$ cat config.mk
export PLATFORM = sky130hd
export DESIGN_NAME = cordic_sqrt_seq
export DESIGN_NICKNAME = d
export VERILOG_FILES = /design/src/rtl/cordic_sqrt_pkg.sv /design/src/rtl/cordic_shift_sched.sv /design/src/rtl/cordic_sqrt_seq.sv
export SDC_FILE = /design/constraint.sdc
export NUM_CORES = 1
export LEC_CHECK = 0
export ABC_AREA = 0
export BUFFER_PORTS_ARGS = -buffer_cell sky130_fd_sc_hd__buf_2
export CORE_UTILIZATION = 60
export DETAILED_ROUTE_END_ITERATION = 6
export GPL_ROUTABILITY_DRIVEN = 0
export PLACE_DENSITY = 0.88
export SYNTH_ARGS = -nofsm -noshare
export SYNTH_HDL_FRONTEND = slang
export SYNTH_SLANG_ARGS = --single-unit
$ cat constraint.sdc
create_clock -name clk -period 6.44 [get_ports clk]
set_input_delay 1.288 -clock clk [delete_from_list [all_inputs] [get_ports clk]]
set_output_delay 1.288 -clock clk [all_outputs]
set_load 0.01 [all_outputs]
$ cat src/rtl/cordic_sqrt_pkg.sv
// rtl/cordic_sqrt_pkg.sv - shared types and constants for the CORDIC square-root block
package cordic_sqrt_pkg;

    typedef enum logic [1:0] {
        S_IDLE = 2'd0,
        S_INIT = 2'd1,
        S_ITER = 2'd2,
        S_COMP = 2'd3
    } state_t;

    localparam int ITER_PASSES_DEF = 16;
    localparam int IW_DEF          = 20;
    localparam int DW              = 16;
    localparam int FRAC_BITS       = 16;
    localparam int CNT_W           = 5;

    // 1/0.82816 in Q2.14
    localparam logic [DW-1:0] KINV_Q14 = 16'd19784;
    // 0.25 with FRAC_BITS fractional bits
    localparam int QUARTER_Q16 = 16384;

endpackage

$ cat src/rtl/cordic_shift_sched.sv
// rtl/cordic_shift_sched.sv - hyperbolic CORDIC shift schedule ROM (repeats at 4 and 13)
module cordic_shift_sched (
    input  logic [3:0] pass_idx,
    output logic [3:0] shift
);

    always_comb begin
        shift = 4'd1;
        case (pass_idx)
            4'd0:  shift = 4'd1;
            4'd1:  shift = 4'd2;
            4'd2:  shift = 4'd3;
            4'd3:  shift = 4'd4;
            4'd4:  shift = 4'd4;
            4'd5:  shift = 4'd5;
            4'd6:  shift = 4'd6;
            4'd7:  shift = 4'd7;
            4'd8:  shift = 4'd8;
            4'd9:  shift = 4'd9;
            4'd10: shift = 4'd10;
            4'd11: shift = 4'd11;
            4'd12: shift = 4'd12;
            4'd13: shift = 4'd13;
            4'd14: shift = 4'd13;
            4'd15: shift = 4'd14;
            default: shift = 4'd1;
        endcase
    end

endmodule

$ cat src/rtl/cordic_sqrt_seq.sv
// rtl/cordic_sqrt_seq.sv - sequential hyperbolic CORDIC square root, Q2.14 in/out
// Optional gain compensation multiplier enabled by macro CORDIC_GAIN_COMP_EN.
module cordic_sqrt_seq
    import cordic_sqrt_pkg::*;
#(
    parameter int ITER_PASSES = ITER_PASSES_DEF,
    parameter int IW          = IW_DEF
) (
    input  logic          clk,
    input  logic          rst_n,
    input  logic          start,
    input  logic [15:0]   din,
    output logic          busy,
    output logic          done,
    output logic [15:0]   dout
);

    localparam logic signed [IW-1:0]  QUARTER   = IW'(QUARTER_Q16);
    localparam logic [CNT_W-1:0]      LAST_PASS = CNT_W'(ITER_PASSES - 1);
    localparam int                    RW        = IW + 17;

    state_t                 state_q, state_d;
    logic signed [IW-1:0]   x_q, x_d, y_q, y_d;
    logic [CNT_W-1:0]       cnt_q, cnt_d;
    logic [15:0]            dout_q, dout_d;
    logic                   done_q, done_d;

    logic [3:0]             shift;
    logic signed [IW-1:0]   din_s, x_sh, y_sh;
    logic signed [RW-1:0]   res_full;
    logic [15:0]            res_sat;

    cordic_shift_sched u_sched (
        .pass_idx (cnt_q[3:0]),
        .shift    (shift)
    );

    // Q2.14 operand widened to 16 fractional bits
    assign din_s = {{(IW-18){1'b0}}, din, 2'b00};
    assign x_sh  = x_q >>> shift;
    assign y_sh  = y_q >>> shift;

`ifdef CORDIC_GAIN_COMP_EN
    logic signed [RW-1:0] prod;
    assign prod     = $signed({{17{x_q[IW-1]}}, x_q}) * $signed({{(IW+1){1'b0}}, KINV_Q14});
    assign res_full = prod >>> 16;
`else
    assign res_full = $signed({{17{x_q[IW-1]}}, x_q}) >>> 2;
`endif

    always_comb begin
        res_sat = res_full[15:0];
        if (res_full[RW-1]) begin
            res_sat = 16'h0000;
        end else if (|res_full[RW-1:16]) begin
            res_sat = 16'hFFFF;
        end
    end

    always_comb begin
        state_d = state_q;
        x_d     = x_q;
        y_d     = y_q;
        cnt_d   = cnt_q;
        dout_d  = dout_q;
        done_d  = 1'b0;
        case (state_q)
            S_IDLE: begin
                if (start) state_d = S_INIT;
            end
            S_INIT: begin
                x_d     = din_s + QUARTER;
                y_d     = din_s - QUARTER;
                cnt_d   = '0;
                state_d = S_ITER;
            end
            S_ITER: begin
                // drive y toward zero; x converges to gain * sqrt(din)
                if (y_q[IW-1]) begin
                    x_d = x_q + y_sh;
                    y_d = y_q + x_sh;
                end else begin
                    x_d = x_q - y_sh;
                    y_d = y_q - x_sh;
                end
                cnt_d = cnt_q + CNT_W'(1);
                if (cnt_q == LAST_PASS) state_d = S_COMP;
            end
            S_COMP: begin
                dout_d  = res_sat;
                done_d  = 1'b1;
                state_d = S_IDLE;
            end
            default: state_d = S_IDLE;
        endcase
    end

    always_ff @(posedge clk) begin
        if (!rst_n) begin
            state_q <= S_IDLE;
            x_q     <= '0;
            y_q     <= '0;
            cnt_q   <= '0;
            dout_q  <= '0;
            done_q  <= 1'b0;
        end else begin
            state_q <= state_d;
            x_q     <= x_d;
            y_q     <= y_d;
            cnt_q   <= cnt_d;
            dout_q  <= dout_d;
            done_q  <= done_d;
        end
    end

    assign busy = (state_q != S_IDLE);
    assign done = done_q;
    assign dout = dout_q;

endmodule

==> impl_results.md <==
- Post-synth EDFFs: 0
- Fill count: approximately 1100
- Number of global-route vias before repair: between 8000 and 9000
- Min Tclk post-route: roughly 5.7 ns
- Cell taking the most area after synthesis: dfxtp_1
- Yosys top cell area share: ~16%
- P_sw: 2.938 mW
- IO buf count: 36
- Final ANT Viol Nets: 0
- Tightest Pin Transition: between 1 and 1.5 ns
- Synthesized net count: 1112
- Clock share of power: a little under a tenth
- Leak Pwr: around 3.6 nW
- Reg2Reg Setup Slack: between 0.7 and 0.8 ns
- WP data arrival: between 5 and 6 ns
- Starting density of the core: roughly three fifths
- CTS tree: yes
- Ant. Diodes: 0
- Synth Cell Area: between 8000 and 9000 um^2
- Total CTS buffers: 9
- Final Hold Fails: 0
- Worst r2r dst: x_q[19]$_SDFFE_PN0N_
- Simple-gate area share of the yosys netlist: ~20%
- Relative slew slack: between 20% and 30%
- Hold Buf Count CTS: 0
- Worst reg2reg startpoint: u_sched.shift[2]$_DFF_P_
- Initial antenna violation count: 0
- Pwr Density: around 630 nW/um^2
- Max H-tree Level: 3
- # IOs: 37
- Detailed Routing Iterations Pass 1: 7
- Syn. warnings: 0
- Asr flop ratio synth: 0%
- HP Class: flop to flop
- Met2 GRT Util: a little under three fifths
- Final setup violation count: 0
- Compound-Gate Fraction of Synth Area: between 20% and 30%
- Final Core Density: roughly two thirds
- Post-synthesis xor/xnor area fraction: ~5.4%
- Tcrit/Tclk final: a little under 90%
- Synthesized flop and latch total: 68
- Yosys cell types: 92
- Clock Latency Late Sink: approximately 0.34 ns
- Unrepaired setup endpoints after global routing: false
- Worst Setup End Kind: flop
- MaxCap Viol Count: 0
- Commonest cells post-synth: nor2_1, a21oi_1, nand2_1
- Switching share of total power: between 50 and 60%
- Busiest grt layer: met2
- Final setup TNS: 0 ns
- Largest net degree at the start of global routing: 71
- Largest family of logic cells by synthesized area: compound AO/OA/AOI/OAI gates
- Crit Path Class: flop to flop
- DIE HEIGHT: around 120 um
- Root Driver: clkbuf_16
- Cell with the most instances after synthesis: nor2_1
- Via count: 8432
- Met1 usage: 45.15%
- DR iter-0 viols: ~1100
- Main synth FF type: dfxtp_1
- Seq pwr share: 14.2%
- Full die area: around 14000 um^2
- Max VDD drop: 0.6798 mV
- Clk slew on worst S/H paths: roughly 0.060 ns
- Number of setup buffers added after CTS: 0
- GRT met3 Usage: 8.094%
- HPWL after detailed placement: between 15000 and 20000 um
- Reg2Reg Depth: 17
- CP required: between 6 and 7 ns
- Post-cts resize count: 0
- Max Slew Vio Count: 0
- Internal Power: 2.563 mW
- CTS max path bufs: 2
- CP Max Fanout: 28
- Share of layout cells above drive strength 1: 15.00%
- Layout net count: 1105
- Post-synthesis mux area share: between 15 and 20%
- Routed WL: around 25000 um
- CP startpoint kind: flop
- Sinks on the clock net: just under 70
- Syn Inst Count: ~1000
- First-pass GRT wire length: between 40000 and 50000 um
- Area of the core: between 10000 and 15000 um^2
- Hold-critical path depth: 2
- DR WL/cell: 20.73 um
- Vias per Instance: roughly 7.0
- Remaining DRCs: 6
- Area Overhead vs Synth: 5.630%
- Synth Area in Adders: 8.808%
- Post-synthesis sequential area ratio: 16.46%
- Die width: 119.4 um
- Fmax: 176.7 MHz
- Synth area leaders: dfxtp_1, ha_1, mux4_2, a21oi_1, mux2i_1
- GRT Util Overall: between 30% and 40%
- HP Start: dout[14]$_SDFFE_PN0P_
- Failing checks: design-rule violations
- Syn avg cell area: between 7 and 8 um^2
- Status: finished, violations left
- Combinational power share: 76.6%
- Row count: between 40 and 50
- Aggregate global routing overflow: 0
- Clock skew: 0.007750 ns
- Hold EP: dout[14]$_SDFFE_PN0P_
==> stage by stage <==
step	power (mW)	hold WS, ns	setup slack, ns	std cells	instance area [um^2]
final	5.501	0.5153	0.7803	1209	8733
after global routing	5.849	0.5308	0.6203	1209	8733
after CTS	5.336	0.5195	0.9609	1209	8733
after detailed placement	4.741	0.5055	1.049	1194	8433
after global placement	4.653	0.4952	1.120	1194	8433
after floorplan	3.862	0.4845	1.923	1036	8268
==> cell usage in the layout, fill, tap and decap left out, types with 12 or more instances in the layout <==
master,instances
buf_4,14
nor2b_1,30
inv_1,39
buf_2,36
o211ai_1,12
xnor2_1,35
nor2_1,104
o21ai_0,70
ha_1,53
a21oi_1,95
and3_1,14
nand3_1,19
xor2_1,16
a31oi_1,16
nor3_1,18
dfxtp_1,65
mux2_2,14
mux4_2,30
nand2_1,71
a21o_1,18
mux2i_1,47
==> per-layer routing <==
layer	vias up	part of all wire [%]	routed length (um)
met5	-	0	0
met2	601	45	11190
met4	0	4.6	1153
li1	3841	-	-
met3	131	13	3264
met1	3859	38	9463
==> worst max-delay path by stage <==
stage / startpoint / end / slack (ns) / depth (start not counted)
final: u_sched.shift[2]$_DFF_P_ / x_q[19]$_SDFFE_PN0N_ / 0.78 / 17
after global routing: u_sched.shift[1]$_DFF_P_ / y_q[18]$_SDFFE_PN0N_ / 0.62 / 18
after CTS: u_sched.shift[2]$_DFF_P_ / x_q[19]$_SDFFE_PN0N_ / 0.96 / 17
after detailed placement: u_sched.shift[2]$_DFF_P_ / x_q[19]$_SDFFE_PN0N_ / 1.05 / 17
after global placement: u_sched.shift[2]$_DFF_P_ / x_q[19]$_SDFFE_PN0N_ / 1.12 / 17
after floorplan: u_sched.shift[1]$_DFF_P_ / x_q[19]$_SDFFE_PN0N_ / 1.92 / 17
==> registers in the layout, indices dropped and copies added (netlist names) <==
name,flops
cnt_q,5
x_q,20
y_q,20
state_q,2
dout,16
done,1
u_sched.shift,4
==> area by class of cell <==
| type | instances | area (um^2) | area share [%] |
|---|---|---|---|
| flip-flops and latches | 68 | 1365 | 15.63 |
| repair buffers | 50 | 285.3 | 3.266 |
| multi-input cells | 858 | 6405 | 73.34 |
| clock buffers | 10 | 239.0 | 2.736 |
| clock inverters | 5 | 61.31 | 0.7020 |
| well taps | 176 | 220.2 | 2.521 |
| inverters | 42 | 157.7 | 1.805 |
==> cells by family (layout without fill, tap and decap cells) <==
group           Yosys count  after routing
simple gates            330            330
compound gates          321            321
mux                      99             99
buf+inv                 110            107
xor+xnor                 51             51
fa+ha+maj                57             57
flops                    68             68
==> worst max-delay path: stages, from the launching register on <==
cell and delay [ns]:
dfxtp_1 1.05, nor2_1 0.53, nand2_1 0.15, o21ai_0 0.13, a2111oi_2 0.72, and4b_1 0.37, mux2i_1 0.20, nor2_1 0.05
a311oi_1 0.31, ha_1 0.35, nor3_1 0.14, o31ai_1 0.15, and4_1 0.24, a221o_1 0.35, a2111oi_0 0.41, o21bai_1 0.19
o21bai_1 0.18, nand3_1 0.08
==> power groups by stage <==
stage          logic (mW)  clock network (mW)  registers [mW]
6_report             4.21               0.505           0.781
5_1_grt              4.54               0.523           0.781
4_1_cts              4.07               0.509           0.759
3_5_place_dp         3.98                   0           0.765
3_3_place_gp         3.89                   0           0.761
2_1_floorplan        3.23                   0           0.633
No activity file was read; power rests on OpenSTA's default activity.
